**src/rtl/alu_seq_if.sv**
```systemverilog
// alu_seq_if: request/result bundle for the sequential ALU.
interface alu_seq_if #(
    parameter int WIDTH = 8,
    parameter int SHW   = $clog2(WIDTH)
);
    logic             in_valid;
    logic             in_ready;
    logic [WIDTH-1:0] a_in;
    logic [WIDTH-1:0] b_in;
    logic [3:0]       op;
    logic             inverted;
    logic             carry_in;
    logic             decimal;
    logic [SHW-1:0]   shamt;
    logic             out_valid;
    logic             out_ready;
    logic [WIDTH-1:0] out;
    logic             carry_out;
    logic             zero;
    logic             overflow;
    logic             negative;
    modport master (
        output in_valid, a_in, b_in, op, inverted, carry_in, decimal, shamt, out_ready,
        input  in_ready, out_valid, out, carry_out, zero, overflow, negative
    );
    modport slave (
        input  in_valid, a_in, b_in, op, inverted, carry_in, decimal, shamt, out_ready,
        output in_ready, out_valid, out, carry_out, zero, overflow, negative
    );
endinterface

```
**src/rtl/alu_seq.sv**
```systemverilog
// alu_seq: multi-cycle ALU with binary/BCD add, logic ops and bit-serial shifts/rotates.
module alu_seq #(
    parameter int WIDTH = 8,
    parameter int SHW   = $clog2(WIDTH)
) (
    input logic     clk,
    input logic     rst_n,
    alu_seq_if.slave bus
);
    localparam int CW = (SHW > $clog2(WIDTH) ? SHW : $clog2(WIDTH)) + 1;
    typedef enum logic [1:0] {IDLE, EXEC, DONE} state_t;
    state_t st_q, st_d;
    logic rdy_q;
    logic [3:0] op_q, op_d;
    logic inv_q, inv_d, dec_q, dec_d, c_q, c_d, v_q, v_d;
    logic [WIDTH-1:0] a_q, a_d, b_q, b_d, w_q, w_d, out_q, out_d;
    logic [CW-1:0] cnt_q, cnt_d;
    logic co_q, co_d, z_q, z_d, vf_q, vf_d, n_q, n_d;
    logic [WIDTH-1:0] in_bp, in_sum, bp, sh_w, w_nx, res;
    logic [WIDTH:0] sum;
    logic [4:0] nsum;
    logic [3:0] dig;
    logic nc, sh_c, c_nx, res_c, is_sh, step, in_sh;

    assign in_bp  = bus.inverted ? ~bus.b_in : bus.b_in;
    assign in_sum = bus.a_in + in_bp + WIDTH'(bus.carry_in);
    assign in_sh  = bus.op >= 4'd5 && bus.op <= 4'd8;
    assign bp     = inv_q ? ~b_q : b_q;
    assign sum    = {1'b0, a_q} + {1'b0, bp} + (WIDTH+1)'(c_q);
    // BCD digit step on the low nibbles; a_q/b_q shift down one nibble per cycle
    assign nsum   = {1'b0, a_q[3:0]} + {1'b0, bp[3:0]} + 5'(c_q);
    assign nc     = inv_q ? nsum[4] : nsum > 5'd9;
    assign dig    = inv_q ? (nc ? nsum[3:0] : nsum[3:0] - 4'd6) : (nc ? nsum[3:0] + 4'd6 : nsum[3:0]);
    assign is_sh  = op_q >= 4'd5 && op_q <= 4'd8;
    assign step   = cnt_q != '0;
    assign sh_w   = op_q == 4'd5 ? {1'b0, w_q[WIDTH-1:1]} :
                    op_q == 4'd6 ? {c_q, w_q[WIDTH-1:1]} :
                    op_q == 4'd7 ? {w_q[WIDTH-2:0], 1'b0} : {w_q[WIDTH-2:0], c_q};
    assign sh_c   = op_q <= 4'd6 ? w_q[0] : w_q[WIDTH-1];
    assign w_nx   = dec_q ? {dig, w_q[WIDTH-1:4]} : (is_sh && step) ? sh_w : w_q;
    assign c_nx   = dec_q ? nc : (is_sh && step) ? sh_c : c_q;
    assign res    = op_q == 4'd1 ? (dec_q ? w_nx : sum[WIDTH-1:0]) :
                    op_q == 4'd2 ? a_q & b_q :
                    op_q == 4'd3 ? a_q ^ b_q :
                    op_q == 4'd4 ? a_q | b_q :
                    is_sh ? w_nx : '0;
    assign res_c  = op_q == 4'd1 ? (dec_q ? c_nx : sum[WIDTH]) : is_sh ? c_nx : 1'b0;

    always_comb begin
        st_d  = st_q;
        op_d  = op_q;
        inv_d = inv_q;
        dec_d = dec_q;
        c_d   = c_q;
        v_d   = v_q;
        a_d   = a_q;
        b_d   = b_q;
        w_d   = w_q;
        cnt_d = cnt_q;
        out_d = out_q;
        co_d  = co_q;
        z_d   = z_q;
        vf_d  = vf_q;
        n_d   = n_q;
        if (st_q == IDLE && rdy_q && bus.in_valid) begin
            st_d  = EXEC;
            op_d  = bus.op;
            inv_d = bus.inverted;
            dec_d = bus.decimal && bus.op == 4'd1;
            c_d   = bus.carry_in;
            a_d   = bus.a_in;
            b_d   = bus.b_in;
            w_d   = bus.a_in;
            v_d   = bus.op == 4'd1 && bus.a_in[WIDTH-1] == in_bp[WIDTH-1] && in_sum[WIDTH-1] != bus.a_in[WIDTH-1];
            cnt_d = (bus.decimal && bus.op == 4'd1) ? CW'(WIDTH / 4) : in_sh ? CW'(bus.shamt) : CW'(1);
        end else if (st_q == EXEC) begin
            a_d   = dec_q ? a_q >> 4 : a_q;
            b_d   = dec_q ? b_q >> 4 : b_q;
            w_d   = w_nx;
            c_d   = c_nx;
            cnt_d = step ? cnt_q - CW'(1) : cnt_q;
            if (cnt_q <= CW'(1)) begin
                st_d  = DONE;
                out_d = res;
                co_d  = res_c;
                z_d   = res == '0;
                vf_d  = v_q;
                n_d   = res[WIDTH-1];
            end
        end else if (st_q == DONE && bus.out_ready) begin
            st_d = IDLE;
        end
    end

    always_ff @(posedge clk or negedge rst_n) begin
        if (!rst_n) begin
            st_q  <= IDLE;
            rdy_q <= 1'b0;
            op_q  <= '0;
            inv_q <= 1'b0;
            dec_q <= 1'b0;
            c_q   <= 1'b0;
            v_q   <= 1'b0;
            a_q   <= '0;
            b_q   <= '0;
            w_q   <= '0;
            cnt_q <= '0;
            out_q <= '0;
            co_q  <= 1'b0;
            z_q   <= 1'b0;
            vf_q  <= 1'b0;
            n_q   <= 1'b0;
        end else begin
            st_q  <= st_d;
            rdy_q <= 1'b1;
            op_q  <= op_d;
            inv_q <= inv_d;
            dec_q <= dec_d;
            c_q   <= c_d;
            v_q   <= v_d;
            a_q   <= a_d;
            b_q   <= b_d;
            w_q   <= w_d;
            cnt_q <= cnt_d;
            out_q <= out_d;
            co_q  <= co_d;
            z_q   <= z_d;
            vf_q  <= vf_d;
            n_q   <= n_d;
        end
    end

    assign bus.in_ready  = rdy_q && st_q == IDLE;
    assign bus.out_valid = st_q == DONE;
    assign bus.out       = out_q;
    assign bus.carry_out = co_q;
    assign bus.zero      = z_q;
    assign bus.overflow  = vf_q;
    assign bus.negative  = n_q;
endmodule

```
**src/flat_wrapper.sv**
```systemverilog
// flat-port wrapper written by rule: the top's interface ports become plain ports
module alu_seq_flat 
#(
    parameter int WIDTH = 8,
    parameter int SHW   = $clog2(WIDTH)
)
  (clk, rst_n, bus_in_valid, bus_a_in, bus_b_in, bus_op, bus_inverted, bus_carry_in, bus_decimal, bus_shamt, bus_out_ready, bus_in_ready, bus_out_valid, bus_out, bus_carry_out, bus_zero, bus_overflow, bus_negative);
  alu_seq_if #(.WIDTH(WIDTH), .SHW(SHW)) bus_i ();
  input logic clk;
  input logic rst_n;
  input wire logic [$bits(bus_i.in_valid)-1:0] bus_in_valid;
  input wire logic [$bits(bus_i.a_in)-1:0] bus_a_in;
  input wire logic [$bits(bus_i.b_in)-1:0] bus_b_in;
  input wire logic [$bits(bus_i.op)-1:0] bus_op;
  input wire logic [$bits(bus_i.inverted)-1:0] bus_inverted;
  input wire logic [$bits(bus_i.carry_in)-1:0] bus_carry_in;
  input wire logic [$bits(bus_i.decimal)-1:0] bus_decimal;
  input wire logic [$bits(bus_i.shamt)-1:0] bus_shamt;
  input wire logic [$bits(bus_i.out_ready)-1:0] bus_out_ready;
  output wire logic [$bits(bus_i.in_ready)-1:0] bus_in_ready;
  output wire logic [$bits(bus_i.out_valid)-1:0] bus_out_valid;
  output wire logic [$bits(bus_i.out)-1:0] bus_out;
  output wire logic [$bits(bus_i.carry_out)-1:0] bus_carry_out;
  output wire logic [$bits(bus_i.zero)-1:0] bus_zero;
  output wire logic [$bits(bus_i.overflow)-1:0] bus_overflow;
  output wire logic [$bits(bus_i.negative)-1:0] bus_negative;
  assign bus_i.in_valid = bus_in_valid;
  assign bus_i.a_in = bus_a_in;
  assign bus_i.b_in = bus_b_in;
  assign bus_i.op = bus_op;
  assign bus_i.inverted = bus_inverted;
  assign bus_i.carry_in = bus_carry_in;
  assign bus_i.decimal = bus_decimal;
  assign bus_i.shamt = bus_shamt;
  assign bus_i.out_ready = bus_out_ready;
  assign bus_in_ready = bus_i.in_ready;
  assign bus_out_valid = bus_i.out_valid;
  assign bus_out = bus_i.out;
  assign bus_carry_out = bus_i.carry_out;
  assign bus_zero = bus_i.zero;
  assign bus_overflow = bus_i.overflow;
  assign bus_negative = bus_i.negative;
  alu_seq #(.WIDTH(WIDTH), .SHW(SHW)) u_core (.clk(clk), .rst_n(rst_n), .bus(bus_i));
endmodule
```
**config.mk**
```make
export PLATFORM = sky130hd
export DESIGN_NAME = alu_seq_flat
export DESIGN_NICKNAME = d
export VERILOG_FILES = /design/src/rtl/alu_seq_if.sv /design/src/rtl/alu_seq.sv /design/src/flat_wrapper.sv
export SDC_FILE = /design/constraint.sdc
export NUM_CORES = 1
export LEC_CHECK = 0
export CAP_MARGIN = 15
export CELL_PAD_IN_SITES_DETAIL_PLACEMENT = 1
export CELL_PAD_IN_SITES_GLOBAL_PLACEMENT = 1
export CORE_ASPECT_RATIO = 0.6
export CORE_MARGIN = 3
export CORE_UTILIZATION = 48
export CTS_BUF_LIST = sky130_fd_sc_hd__clkbuf_8
export DETAILED_ROUTE_END_ITERATION = 10
export PLACE_DENSITY = 0.93
export SLEW_MARGIN = 40
export SYNTH_ARGS = -nofsm -noshare
export SYNTH_HDL_FRONTEND = slang
export SYNTH_SLANG_ARGS = --single-unit
```
**constraint.sdc**
```tcl
create_clock -name clk -period 7.8 [get_ports clk]
set_input_delay 1.17 -clock clk [delete_from_list [all_inputs] [get_ports clk]]
set_output_delay 1.17 -clock clk [all_outputs]
set_load 0.01 [all_outputs]
```
---- Word level (Yosys, flattened, before mapping) ----
Index checks and enable logic that the tools add are counted.
storage, ports and cells
  output and inout bits ................... 14
  register bits after elaboration ......... 51
  input bits .............................. 30
  logic and storage cells ................. 113
operators by class
  muxes and demuxes ....................... 42
  order comparisons ....................... 7
  eq/ne operators ......................... 13
  add/subtract/negate cells ............... 9
  reductions and logical operators ........ 20
  bitwise logic cells ..................... 6
operators by type and width
  operator                                                                              number
  8-bit 2-to-1 mux                                                                      20
  4-bit 2-to-1 mux                                                                      7
  4-bit by 3-bit == test with 1-bit output (second input constant)                      4
  8-bit NOT                                                                             2
  1-bit 2-to-1 mux                                                                      10
  8-bit by 8-bit adder with 9-bit output                                                1
  9-bit by 1-bit adder with 9-bit output                                                1
  1-bit logical AND                                                                     9
  8-bit by 1-bit adder with 8-bit output                                                1
  8-bit adder                                                                           1
  8-bit AND                                                                             1
  4-bit by 1-bit == test with 1-bit output (second input constant)                      2
  4-bit by 2-bit == test with 1-bit output (second input constant)                      2
  4-bit by 3-bit greater-or-equal comparator with 1-bit output (second input constant)  2
  4-bit less-or-equal comparator (second input constant)                                2
  8-bit zero test                                                                       1
  2-bit 2-to-1 mux                                                                      4
  8-bit bitwise OR                                                                      1
  8-bit bitwise XOR                                                                     1
  2-bit AND reduction                                                                   3
  2-bit nonzero test                                                                    3
  4-bit by 4-bit adder with 5-bit output                                                1
  5-bit by 1-bit adder with 5-bit output                                                1
  5-bit by 4-bit greater-than comparator with 1-bit output (second input constant)      1
  other kinds (16)                                                                      16

---- Logic depth before layout (Yosys ltp) ----
  depth in word-level cells ............... 15
  depth in mapped cells ................... 17
  gate-level depth less buffers ........... 15

---- Worst setup path before layout ----
Ideal clock, no wire load.
  path kind ............................... register -> register
  from .................................... register u_core.inv_q
  to ...................................... register u_core.out_q[6], in the netlist u_core.bus.out[6]
  slack ................................... 4.167 ns
  required time ........................... 7.735 ns
  cell stages (with the launch flop) ...... 18
  clock period less this slack ............ 3.633 ns
  buffers on the path ..................... 2
  data arrival time ....................... 3.569 ns
  library setup time ...................... 0.065 ns
  path through ............................ dfrtp_1 clkbuf_1 buf_1 xnor2_1 fa_1 nor2b_1 nor3_1 nor2_1 inv_1 ha_1 nand2b_1 a21oi_1 o21a_1 o22ai_1 mux2i_1 nand3_1 a211oi_2 mux2_2
on the way
  longest elaborated chain between the ends .. 13
  elaborated cells on any way between the ends .. 19
  those cells by class .................... add/sub (6); order compare (1); mux (12)
ends and longest elaborated chain
  element                                                   line            RTL
  start, declared                                           alu_seq.sv:15   logic inv_q, inv_d, dec_q, dec_d, c_q, c_d, v_q, v_d;
  start signal, assigned                                    alu_seq.sv:117  inv_q <= inv_d;
  8-bit 2-to-1 mux                                          alu_seq.sv:28   assign bp = inv_q ? ~b_q : b_q;
  4-bit by 4-bit adder with 5-bit output                    alu_seq.sv:31   assign nsum = {1'b0, a_q[3:0]} + {1'b0, bp[3:0]} + 5'(c_q);
  5-bit by 1-bit adder with 5-bit output                    alu_seq.sv:31
  5-bit by 4-bit greater-than comparator with 1-bit output  alu_seq.sv:32   assign nc = inv_q ? nsum[4] : nsum > 5'd9;
  1-bit 2-to-1 mux                                          alu_seq.sv:32
  4-bit 2-to-1 mux (2 in a row)                             alu_seq.sv:33   assign dig = inv_q ? (nc ? nsum[3:0] : nsum[3:0] - 4'd6) : (nc ? nsum[3:0] + 4'd6 : nsum[3:0]);
  8-bit 2-to-1 mux                                          alu_seq.sv:40   assign w_nx = dec_q ? {dig, w_q[WIDTH-1:4]} : (is_sh && step) ? sh_w : w_q;
  8-bit 2-to-1 mux                                          alu_seq.sv:46   is_sh ? w_nx : '0;
  8-bit 2-to-1 mux                                          alu_seq.sv:45   op_q == 4'd4 ? a_q | b_q :
  8-bit 2-to-1 mux                                          alu_seq.sv:44   op_q == 4'd3 ? a_q ^ b_q :
  8-bit 2-to-1 mux                                          alu_seq.sv:43   op_q == 4'd2 ? a_q & b_q :
  8-bit 2-to-1 mux *                                        alu_seq.sv:42   assign res = op_q == 4'd1 ? (dec_q ? w_nx : sum[WIDTH-1:0]) :
  end signal, assigned                                      alu_seq.sv:125  out_q <= out_d;
  end, declared                                             alu_seq.sv:16   logic [WIDTH-1:0] a_q, a_d, b_q, b_d, w_q, w_d, out_q, out_d;
Every way passes the cells marked *; elsewhere a longest branch is shown, timed or not.
A chain may end at the register's enable or synchronous reset.

---- Final worst setup path ----
Same ends and word-level chain as after synthesis.

==> metrics.log <==
INFO  metric run_status = finished, final reports clean
INFO  metric critical-path-max-stage-delay = 530 ps
INFO  metric crit-reg2reg-launch = u_core.inv_q$_DFFE_PN0P_
INFO  metric synthMostInstantiatedCell = sky130_fd_sc_hd__dfrtp_1
INFO  metric post_cts.repair.setup_buffers = 0
INFO  metric finalSetupViolCount = 0
INFO  metric startpoint_type = flop
INFO  metric mappedNetlistArea = 4230 µm²
INFO  metric finish.net_count = 598
INFO  metric synth_flop_type = sky130_fd_sc_hd__dfrtp_1
INFO  metric place_congestion = 0.971
INFO  metric yosysWarnings = 0
INFO  metric post-layout-total-power = 0.460 mW
INFO  metric ys_async_rst_share = 100%
INFO  metric max_slew.worst_pin.slew = 872 ps
INFO  metric hold_path_end = u_core.bus.overflow$_DFFE_PN0P_
INFO  metric dieArea = 10000 µm²
INFO  metric syn_inst = 507
INFO  metric post_cts_hold_buffer_count = 0
INFO  metric post-route-worst-setup-slack = 3890 ps
INFO  metric die_h = 78.7 µm
INFO  metric min_from = u_core.bus.overflow$_DFFE_PN0P_
INFO  metric max_cap_violations = 0
INFO  metric cp-end-kind = flop
INFO  metric detailroute.wirelength.met2 = 6.71 mm
INFO  metric clkSlewWorstSetupHoldPaths = 100 ps
INFO  metric insertedDiodeCount = 0
INFO  metric yosys-top-cells-area = sky130_fd_sc_hd__dfrtp_1 (30%), sky130_fd_sc_hd__ha_1 (11%), sky130_fd_sc_hd__a21oi_1 (5.0%)
INFO  metric worstSkewPairLatency = 320 ps
INFO  metric critical_path.max_fanout = 15
INFO  metric dpl_worst_slack = 3720 ps
INFO  metric clock_tree.htree_level_count = 2
INFO  metric io_buffers = 43
INFO  metric finalInstanceArea = 4770 µm²
INFO  metric grt_pass1_vias = 4328
INFO  metric hold_path_depth = 2
INFO  metric timing.setup.tns = 0 ps
INFO  metric max-vdd-ir-drop = 0.0000861 V
INFO  metric static-leakage-power = 2.14 nW
INFO  metric yosysSeqAreaShare = 29.6%
INFO  metric layout-drive-gt1-share = 5.65%
INFO  metric io_pins = 44
INFO  metric clockRootBuffer = sky130_fd_sc_hd__clkbuf_8
INFO  metric postPlaceCellArea = 4680 µm²
INFO  metric post_drt_via_cell_ratio = 6.63
INFO  metric core = 8200 µm²
INFO  metric fin_crit_sh = 50.2%
INFO  metric syn_area_per_cell = 8.34 µm²
INFO  metric drcViolationCount = 0
INFO  metric synthDominantAreaCellType = sky130_fd_sc_hd__dfrtp_1
INFO  metric grt_start_max_net_pins = 51
INFO  metric timing_hold_violations_final = 0
INFO  metric maxClockFrequency = 256 MHz
INFO  metric slew_headroom = 41.9%
INFO  metric number_of_cts_inserted_buffers = 5
INFO  metric route.final.wire_length = 15.5 mm
INFO  metric layout_skew = 10.7 ps
INFO  metric cp_data_required_time = 8070 ps
INFO  metric hold_class = reg2reg
INFO  metric ys_seq_elements = 50
INFO  metric antenna_left = 0
INFO  metric crit_type = reg2reg
INFO  metric clk_path_buf_depth = 2
INFO  metric crit-reg2reg-capture = u_core.bus.out[6]$_DFFE_PN0P_
INFO  metric worst_ep_arrival_time = 4180 ps
INFO  metric place.detailed.hpwl = 11.8 mm
INFO  metric detail_route.wirelength.met1 = 6.99 mm
INFO  metric finalCriticalPeriod = 3910 ps
INFO  metric synth_top_area_share = 29.6%
INFO  metric antenna_found_initial = 0
INFO  metric chipWidth = 127 µm
INFO  metric timing.final.max_slew_violations = 0
INFO  metric setup_slack_on_the_worst_flop_to_flop_path = 3890 ps
INFO  metric route.met3.wl = 1.47 mm
INFO  metric placementRows = 25
INFO  metric route.vias.total = 4234
INFO  metric synth_enable_flop_cells = 0
INFO  metric track_usage = 31.1%
INFO  metric global_route.overflow_total = 0
INFO  metric ff2ff_path_depth = 16
INFO  metric critPathSlowestCell = sky130_fd_sc_hd__dfrtp_1
INFO  metric wire_per_inst = 24.2 µm
INFO  metric global_route_wire_length_before_repair = 24.3 mm
INFO  metric number_of_drc_markers_after_the_initial_detailed_route_iteration = 563
INFO  metric rsz0062_at_grt = false
INFO  metric crit_chain = buf_6 -> xnor2_1 -> fa_1 -> nor2b_1 -> nor3_1 -> nor2_1 -> inv_1 -> ha_1 -> nand2b_1 -> a21oi_1 -> o21a_1 -> o22ai_1 -> mux2i_1 -> nand3_1 -> a211oi_2 -> mux2_2
INFO  metric post_cts_resized = 0
INFO  metric cts_num_sinks = 50
INFO  metric synth_top_cells_by_count = sky130_fd_sc_hd__dfrtp_1 (50), sky130_fd_sc_hd__nand2_1 (49), sky130_fd_sc_hd__a21oi_1 (42)
INFO  metric yosysUniqueCellTypes = 69
INFO  metric topRoutingLayerUsed = met4
INFO  metric cellPowerDensity = 96.3 nW/µm²
INFO  metric area_growth_from_synthesis_to_layout = 12.8%
INFO  metric drt-pass1-iter-count = 5
INFO  metric cts_tree = yes
INFO  metric synthesis.nets = 574
INFO  metric initial_core_utilization = 51.6%
-- registers in the layout (all words and copies together), names as in the netlist --
name                  flops
u_core.b_q                8
u_core.op_q               4
u_core.st_q               2
u_core.w_q                8
u_core.bus.overflow       1
u_core.dec_q              1
u_core.bus.zero           1
u_core.a_q                8
u_core.cnt_q              4
u_core.c_q                1
u_core.v_q                1
u_core.rdy_q              1
u_core.bus.negative       1
u_core.bus.carry_out      1
u_core.bus.out            7
u_core.inv_q              1
-- layout by cell type (no fill, tap or decap), types with 3 or more instances in the layout --
| cell | instances |
|---|---|
| sky130_fd_sc_hd__mux2_2 | 5 |
| sky130_fd_sc_hd__mux2i_1 | 9 |
| sky130_fd_sc_hd__a211oi_1 | 14 |
| sky130_fd_sc_hd__a22o_1 | 9 |
| sky130_fd_sc_hd__and2_1 | 5 |
| sky130_fd_sc_hd__o31ai_1 | 4 |
| sky130_fd_sc_hd__o22ai_1 | 10 |
| sky130_fd_sc_hd__a31oi_1 | 8 |
| sky130_fd_sc_hd__clkdlybuf4s50_1 | 42 |
| sky130_fd_sc_hd__nand4_1 | 3 |
| sky130_fd_sc_hd__xor2_1 | 16 |
| sky130_fd_sc_hd__nand2b_1 | 8 |
| sky130_fd_sc_hd__nor2b_1 | 8 |
| sky130_fd_sc_hd__a21o_1 | 4 |
| sky130_fd_sc_hd__o21ai_0 | 22 |
| sky130_fd_sc_hd__a2111o_1 | 3 |
| sky130_fd_sc_hd__dfrtp_1 | 50 |
| sky130_fd_sc_hd__xnor2_1 | 7 |
| sky130_fd_sc_hd__nand3_1 | 5 |
| sky130_fd_sc_hd__a211o_1 | 5 |
| sky130_fd_sc_hd__inv_1 | 28 |
| sky130_fd_sc_hd__a21oi_1 | 42 |
| sky130_fd_sc_hd__buf_4 | 6 |
| sky130_fd_sc_hd__nand2_1 | 49 |
| sky130_fd_sc_hd__nor3b_1 | 5 |
| sky130_fd_sc_hd__clkbuf_8 | 5 |
| sky130_fd_sc_hd__o21ai_1 | 10 |
| sky130_fd_sc_hd__o21a_1 | 8 |
| sky130_fd_sc_hd__nor3_1 | 13 |
| sky130_fd_sc_hd__nor2_1 | 38 |
| sky130_fd_sc_hd__ha_1 | 36 |
| sky130_fd_sc_hd__a22oi_1 | 6 |
-- worst max-delay path: cells and delay by family (launching register included) --
| family | cells | cell delay, ps |
|---|---|---|
| buffers and inverters | 2 | 330 |
| multiplexers | 2 | 530 |
| AND/OR/NAND/NOR | 5 | 950 |
| AO/OA/AOI/OAI | 4 | 820 |
| flip-flops | 1 | 530 |
| adder cells (fa/ha/maj) | 2 | 590 |
| XOR/XNOR | 1 | 100 |
-- cell type report --
| type | count | area [µm²] |
|---|---|---|
| Clock buffer | 5 | 68.8 |
| Multi-Input combinational cell | 396 | 2720 |
| Sequential cell | 50 | 1250 |
| Tap cell | 108 | 135 |
| Inverter | 28 | 105 |
| Clock inverter | 2 | 11.3 |
| Fill cell | 987 | 3420 |
| Timing Repair Buffer | 50 | 482 |
-- kinds of logic after synthesis --
group           share of synthesized area (%)
xor+xnor                                 4.76
flops                                    29.6
simple gates                             17.9
buf+inv                                  6.27
mux                                      3.73
fa+ha+maj                                11.1
other cells                            0.0887
compound gates                           26.5
-- layer usage --
metal  track usage (%)  vias up
met5                 0        -
met4              7.39        0
met3              9.41       35
met2              46.4      211
met1              44.5     2113
li1                  -     1875
-- through the flow --
stage	cells	hold WS, ps	util (%)
after CTS	638	507	58.1
after global routing	639	544	58.2
final	639	508	58.2
after detailed placement	631	486	57.1
after global placement	631	470	57.0
after floorplan	507	439	-
-- worst max path at each step --
stage	from	end	slack, ps	depth (start not counted)
finish	u_core.inv_q$_DFFE_PN0P_	u_core.bus.out[6]$_DFFE_PN0P_	3890	16
global route	u_core.inv_q$_DFFE_PN0P_	u_core.bus.out[6]$_DFFE_PN0P_	3710	16
CTS	u_core.inv_q$_DFFE_PN0P_	u_core.bus.out[6]$_DFFE_PN0P_	3710	15
detailed placement	u_core.inv_q$_DFFE_PN0P_	u_core.bus.out[6]$_DFFE_PN0P_	3720	15
global placement	u_core.inv_q$_DFFE_PN0P_	u_core.bus.out[6]$_DFFE_PN0P_	4040	15
floorplan	u_core.inv_q$_DFFE_PN0P_	u_core.bus.out[6]$_DFFE_PN0P_	4170	17
-- report_power, final --
part | internal (mW) | switching [mW]
clock network | 0.0606 | 0.0960
registers | 0.259 | 0.0000592
logic | 0.0214 | 0.0222
No activity file was read; power rests on OpenSTA's default activity.
